**src/rtl/scoreboard_register_file.sv**
```systemverilog
// Register file with N combinational read ports, one write-back port and a per-register busy scoreboard.
// Optional feature: define REGFILE_BYPASS_EN to forward the write-back value to same-cycle reads.
module scoreboard_register_file #(
    parameter int DATA_WIDTH     = 32,
    parameter int NUM_REGS       = 32,
    parameter int ADDR_WIDTH     = $clog2(NUM_REGS),
    parameter int NUM_READ_PORTS = 2,
    parameter int ZERO_REG       = 1
) (
    input  logic                                 clock,
    input  logic                                 reset,
    input  logic [NUM_READ_PORTS*ADDR_WIDTH-1:0] read_address,
    output logic [NUM_READ_PORTS*DATA_WIDTH-1:0] read_data,
    output logic [NUM_READ_PORTS-1:0]            read_busy,
    input  logic [ADDR_WIDTH-1:0]                write_address,
    input  logic [DATA_WIDTH-1:0]                write_back_data,
    input  logic                                 write_register_enable,
    input  logic [ADDR_WIDTH-1:0]                issue_address,
    input  logic                                 issue_enable,
    output logic [ADDR_WIDTH:0]                  busy_count
);

    localparam logic [ADDR_WIDTH:0] NUM_REGS_W = (ADDR_WIDTH+1)'(NUM_REGS);

    // An index names a real, writable register: in range and not the hardwired zero.
    function automatic logic addr_ok(input logic [ADDR_WIDTH-1:0] addr);
        return ({1'b0, addr} < NUM_REGS_W) && !((ZERO_REG != 0) && (addr == '0));
    endfunction

    logic [DATA_WIDTH-1:0] regs_q [NUM_REGS];
    logic [DATA_WIDTH-1:0] regs_d [NUM_REGS];
    logic [NUM_REGS-1:0]   busy_q;
    logic [NUM_REGS-1:0]   busy_d;
    logic [ADDR_WIDTH:0]   busy_count_q;
    logic [ADDR_WIDTH:0]   busy_count_d;

    logic write_ok;
    logic issue_ok;
    logic busy_set;
    logic busy_clr;

    assign write_ok = write_register_enable && addr_ok(write_address);
    assign issue_ok = issue_enable && addr_ok(issue_address);

    always_comb begin
        regs_d   = regs_q;
        busy_d   = busy_q;
        busy_set = 1'b0;
        busy_clr = 1'b0;
        if (write_ok) begin
            regs_d[write_address] = write_back_data;
            // A same-cycle issue to this register is a newer producer, so busy survives.
            if (busy_q[write_address] && !(issue_ok && (issue_address == write_address))) begin
                busy_d[write_address] = 1'b0;
                busy_clr              = 1'b1;
            end
        end
        if (issue_ok) begin
            busy_d[issue_address] = 1'b1;
            busy_set              = !busy_q[issue_address];
        end
        busy_count_d = busy_count_q + (ADDR_WIDTH+1)'(busy_set) - (ADDR_WIDTH+1)'(busy_clr);
    end

    always_ff @(posedge clock) begin
        if (reset) begin
            regs_q       <= '{default: '0};
            busy_q       <= '0;
            busy_count_q <= '0;
        end else begin
            regs_q       <= regs_d;
            busy_q       <= busy_d;
            busy_count_q <= busy_count_d;
        end
    end

    assign busy_count = busy_count_q;

    for (genvar p = 0; p < NUM_READ_PORTS; p++) begin : g_read
        logic [ADDR_WIDTH-1:0] ra;
        logic                  ra_ok;
        assign ra    = read_address[p*ADDR_WIDTH +: ADDR_WIDTH];
        assign ra_ok = addr_ok(ra);
`ifdef REGFILE_BYPASS_EN
        logic fwd;
        assign fwd = write_ok && (write_address == ra);
        assign read_data[p*DATA_WIDTH +: DATA_WIDTH] =
            fwd ? write_back_data : (ra_ok ? regs_q[ra] : '0);
        assign read_busy[p] =
            fwd ? (issue_ok && (issue_address == ra)) : (ra_ok && busy_q[ra]);
`else
        assign read_data[p*DATA_WIDTH +: DATA_WIDTH] = ra_ok ? regs_q[ra] : '0;
        assign read_busy[p] = ra_ok && busy_q[ra];
`endif
    end

endmodule
```
**config.mk**
```make
export PLATFORM = sky130hd
export DESIGN_NAME = scoreboard_register_file
export DESIGN_NICKNAME = d
export VERILOG_FILES = /design/src/rtl/scoreboard_register_file.sv
export SDC_FILE = /design/constraint.sdc
export NUM_CORES = 2
export LEC_CHECK = 0
export CELL_PAD_IN_SITES_DETAIL_PLACEMENT = 0
export CELL_PAD_IN_SITES_GLOBAL_PLACEMENT = 2
export CORE_ASPECT_RATIO = 0.9
export CORE_UTILIZATION = 35
export CTS_CLUSTER_SIZE = 28
export DETAILED_ROUTE_END_ITERATION = 6
export GPL_ROUTABILITY_DRIVEN = 1
export PLACE_DENSITY = 0.7
export SLEW_MARGIN = 10
export SYNTH_ARGS = -nofsm -noshare
export SYNTH_HDL_FRONTEND = slang
export SYNTH_SLANG_ARGS = --single-unit
export TNS_END_PERCENT = 50
```
**constraint.sdc**
```tcl
create_clock -name clock -period 3.7 [get_ports clock]
set_clock_uncertainty 0.1 [all_clocks]
set_input_delay 0.37 -clock clock [delete_from_list [all_inputs] [get_ports clock]]
set_output_delay 0.37 -clock clock [all_outputs]
set_load 0.1 [all_outputs]
```
Word level (Yosys, flattened, before mapping)
Index checks and enable logic that the tools add are counted.

storage, ports and cells
  logic and storage cells = 101
  input port bits = 56
  register bits after elaboration = 1062
  output and inout port bits = 72

operators by class
  muxes and demuxes = 29
  $lt $le $gt $ge = 10
  reductions and logical operators = 19
  equality and inequality tests = 1
  bitwise operators = 6
  $add $sub $neg = 2

operators by type and width
  kind                number
  $bwmux 1024         1
  $bmux 32 s5         2
  $mux 32             10
  $demux 32 s5        1
  $and 32x32->32      1
  $not 32->32         1
  $or 32x32->32       1
  $lt 5x6->1 const B  4
  $bmux 1 s5          4
  $logic_not 5->1     4
  $ge 6x6->1 const B  3
  $not 5->6           3
  $demux 1 s5         2
  $ge 5x1->1 const B  2
  $logic_and 1x1->1   9
  $mux 1              9
  $add 6x1->6         1
  $logic_not 1->1     6
  $lt 6x1->1 const B  1
  $sub 6x1->6         1
  $eq 5x5->1          1

Depth between registers and ports, before layout
  depth after elaboration = 10
  mapped depth = 17
  mapped depth without buffers = 14

Worst setup path before layout
Ideal clock, no wire load.

  kind = input-to-output
  start point = input read_address[6]
  end point = output read_data[34]
  stages = 8
  path buffers = 4
  path slack = -0.520 ns
  data required time = 3.230 ns
  data arrival time = 3.750 ns
  cells stage by stage = buf_2 buf_4 or3_1 clkbuf_1 buf_2 o221ai_1 a211oi_1 nor3_1

on the way
  cells in the longest elaborated chain, start to end = 5
  elaborated cells between the ends (all ways) = 6
  those cells by class = 4 x mux; 1 x bitwise; 1 x reduce/logical

RTL lines
  element                                     RTL line  text
  from (decl)                                 12        input logic [NUM_READ_PORTS*ADDR_WIDTH-1:0] read_address,
  $not 5->6 (implied by the code)             92        assign read_data[p*DATA_WIDTH +: DATA_WIDTH] = ra_ok ? regs_q[ra] : '0;
  $bmux 32 s5                                 92
  $mux 32 (implied by the code) (2 in a row)  92
  $mux 32 (*)                                 92
  to (decl)                                   13        output logic [NUM_READ_PORTS*DATA_WIDTH-1:0] read_data,

Mark *: on every way between the ends. The rest lies on a longest branch, timed or not. The select of a mux whose other input is x is not followed.

Worst setup path in the final report
  start point = input read_address[8]
  end point = output read_data[53]

The elaborated chain is that of the path after synthesis.

==> impl_results.md <==
* Switching part of the total at 27.2%
* Vias in the first global route at 45400
* Crit share post-route at 103%
* Post-Syn Area at 0.0549 mm²
* Syn Nets at 6090
* Number of max-cap violations at 0
* Failing checks: negative setup slack
* Chip height at 378 µm
* Clock Sinks at 1062
* CTS max path bufs at 3
* Worst path slowest cell: a211oi_1
* Worst setup SP type: primary input
* Area of the multi-input gates at 0.0309 mm²
* Fillers at 15200
* Min cycle time layout at 3.82 ns
* Drc violations at 0
* Worst path buffer plus inverter count at 7
* Sequential cell area at 0.0213 mm²
* EDFF count, synth at 0
* Initial antenna violation count at 9
* Cell variety after synth at 57
* Htree depth at 4
* Logic pwr share at 11.1%
* Top cells by area, synth: dfxtp_1, mux4_2, nand2_1
* Clk Tree Root Cell: clkbuf_16
* Post-CTS Setup Bufs at 0
* Largest net degree at the start of global routing at 144
* Die area at 0.158 mm²
* Clock Latency Late Sink at 0.77 ns
* Unrepaired setup endpoints after global routing: no
* CTS clk-pin slew, worst paths at 0.06 ns
* IO Count at 128
* Slew @ Worst Pin at 1.05 ns
* Fraction of synthesis flops using an asynchronous set or reset pin at 0%
* Yosys warns at 0
* Top post-synthesis cells by count: nand2_1, dfxtp_1, a21oi_1, mux4_2, clkbuf_1
* IO buf count at 127
* Area growth syn-to-layout at 18.3%
* Nets at 6105
* Starting Density at 35.3%
* Hold Crit Class: primary input to register
* Top delay family on crit path: buffers and inverters
* Starting DRT DRC Count at 5305
* Worst vdd ir at 0.388 mV
* Relative slew slack at 29.6%
* Post-synthesis cell count at 6027
* Predominant post-synthesis flop cell: dfxtp_1
* Pleak at 22.3 nW
* Hpwl dp at 146 mm
* Vias post-DR at 48200
* WS Path Type: primary input to output pin
* Num rows at 137
* P_int at 0.0200 W
* Seq/Total Area, Yosys at 38.7%
* FF+latch count, synth at 1062
* Sequential Power Share at 42.3%
* WL/cell at 29.4 µm
* Max-slew violations at 0
* Layout cell share with drive strength beyond 1 at 18.6%
* Clock Power Share at 46.6%
* Status: finished with violations
* Syn_area_per_cell at 9.10 µm²
* Crit-path cells: clkdlybuf4s50_1 > buf_12 > and2_4 > buf_4 > buf_12 > buf_4 > a22o_1 > a211oi_1 > nor3_1 > buf_4 > buf_12
* GRT overflow at 0
* Crit path largest cell delay at 0.86 ns
* # setup viols final at 1
* Total track usage at 30.1%
* Crit Path Max Fanout at 16
* GP Congestion at 0.904
* Drt pass-1 iters at 6
* Pwr Density at 423 mW/mm²
* First-pass GRT wire length at 343 mm
* Crit. End Element: output pin
* F_max at 0.262 GHz
* Top-count cell post-synth: nand2_1
* Worst EP arrival at 3.35 ns
* Num CTS Buffers at 130
* Setup tns final at -0.117 ns
* Critical Path RT at 3.23 ns
* Area leader, netlist: dfxtp_1
* Via/cell ratio at 5.87
* WL final at 242 mm
* DIE WIDTH at 419 µm
* Total power at 0.0275 W
* Diodes inserted at 0
* Worst Slack Setup Final at -0.117 ns
* CORE AREA at 0.155 mm²
* Post-synth top area share at 38.7%
* Final Hold Fails at 0
* P_sw at 0.00747 W
* Detail Route Antenna Nets at 0
* CTS tree: done
placed cells by master, fill, tap and decap left out, drive strengths merged, types with 3 or more instances in the layout:
cell / synthesis / layout
nand2: 2060 / 2060
dfxtp: 1062 / 1062
a21oi: 1038 / 1038
mux4: 507 / 507
buf: 206 / 449
mux2i: 211 / 211
clkbuf: 411 / 194
o22ai: 71 / 71
nor2: 66 / 66
a22o: 52 / 52
clkdlybuf4s50: 0 / 48
nor2b: 46 / 46
nor3: 46 / 46
a211oi: 37 / 37
a21o: 34 / 34
o21ai: 34 / 34
o221ai: 31 / 31
a211o: 23 / 23
clkinv: 0 / 15
inv: 7 / 13
a22oi: 10 / 10
nand2b: 10 / 10
and2: 8 / 8
xor2: 7 / 7
ha: 6 / 6
nand3b: 5 / 5
bufinv: 0 / 5
or3b: 5 / 5
or3: 5 / 5
or2: 4 / 4
a2111oi: 4 / 4
nor4: 4 / 4
mux2: 3 / 3
nand3: 3 / 3
final timing paths:
path / from / endpoint / slack [ns] / depth (start not counted)
hold / removal: write_back_data[11] / regs_q[203]$_SDFFE_PP0P_ / 0.09 / 3
setup / recovery: read_address[8] / read_data[53] / -0.12 / 11
hold reg to reg: regs_q[560]$_SDFFE_PP0P_ / regs_q[560]$_SDFFE_PP0P_ / 0.36 / 2
setup reg to reg: busy_q[3]$_SDFF_PP0_ / busy_count[5]$_SDFF_PP0_ / 0.25 / 13
power by group through the flow:
stage	logic, W	registers (W)	clock network (W)
after floorplan	0.00163	0.0120	0
after global routing	0.00316	0.0116	0.0135
after CTS	0.00302	0.0116	0.0130
final	0.00305	0.0116	0.0128
after detailed placement	0.00302	0.0119	0
after global placement	0.00301	0.0119	0
metrics by stage:
stage / util, % / hold WS [ns] / area (µm²) / instances / worst slack (ns)
6_report: 41.8 / 0.0909 / 64900 / 8214 / -0.117
5_1_grt: 41.8 / 0.108 / 64900 / 8214 / 0.0170
4_1_cts: 41.8 / 0.0429 / 64900 / 8214 / 0.0925
3_5_place_dp: 39.1 / 0.356 / 60700 / 7994 / -0.720
3_3_place_gp: 39.1 / 0.349 / 60700 / 7994 / -0.802
2_1_floorplan: - / 0.341 / 54900 / 6027 / -0.497
sequential cells by signal, indices dropped and copies added (netlist names):
signal and cells:
busy_count 6, busy_q 32, regs_q 1024
cell families after synthesis:
| group | count (synthesis) | share of synthesized area [%] |
|---|---|---|
| compound gates | 1336 | 13.5 |
| simple gates | 2267 | 16.3 |
| flops | 1062 | 38.7 |
| mux | 721 | 25.5 |
| fa+ha+maj | 7 | 0.173 |
| xor+xnor | 9 | 0.144 |
| buf+inv | 625 | 5.67 |
routing by layer:
layer  part of all wire [%]  global-route usage, %  wire (µm)
met4                    3.8                   11.5       9150
met2                     44                   45.5     108000
met3                    7.8                   5.50      18800
met5                 0.0083                      0         20
met1                     44                   42.5     106000
tightest hold or removal path, cell delays in order:
cell and delay, ns:
buf_2 0.35, nand2_1 0.14, a21oi_1 0.06
what timing repair did:
item,4_1_cts,5_1_grt
hold buffers,1,0
hold endpoints to repair,48,0
gates resized for setup,2,7
endpoints found under the setup margin,2,2
cell type report:
class / count / share of cell area (%)
Multi-Input combinational cell: 4340 / 47.6
Sequential cell: 1062 / 32.8
Timing Repair Buffer: 501 / 9.23
Clock buffer: 193 / 5.86
Tap cell: 2085 / 4.02
Clock inverter: 26 / 0.515
Inverter: 7 / 0.0405
Note: power is estimated with default switching activity, not from simulation.
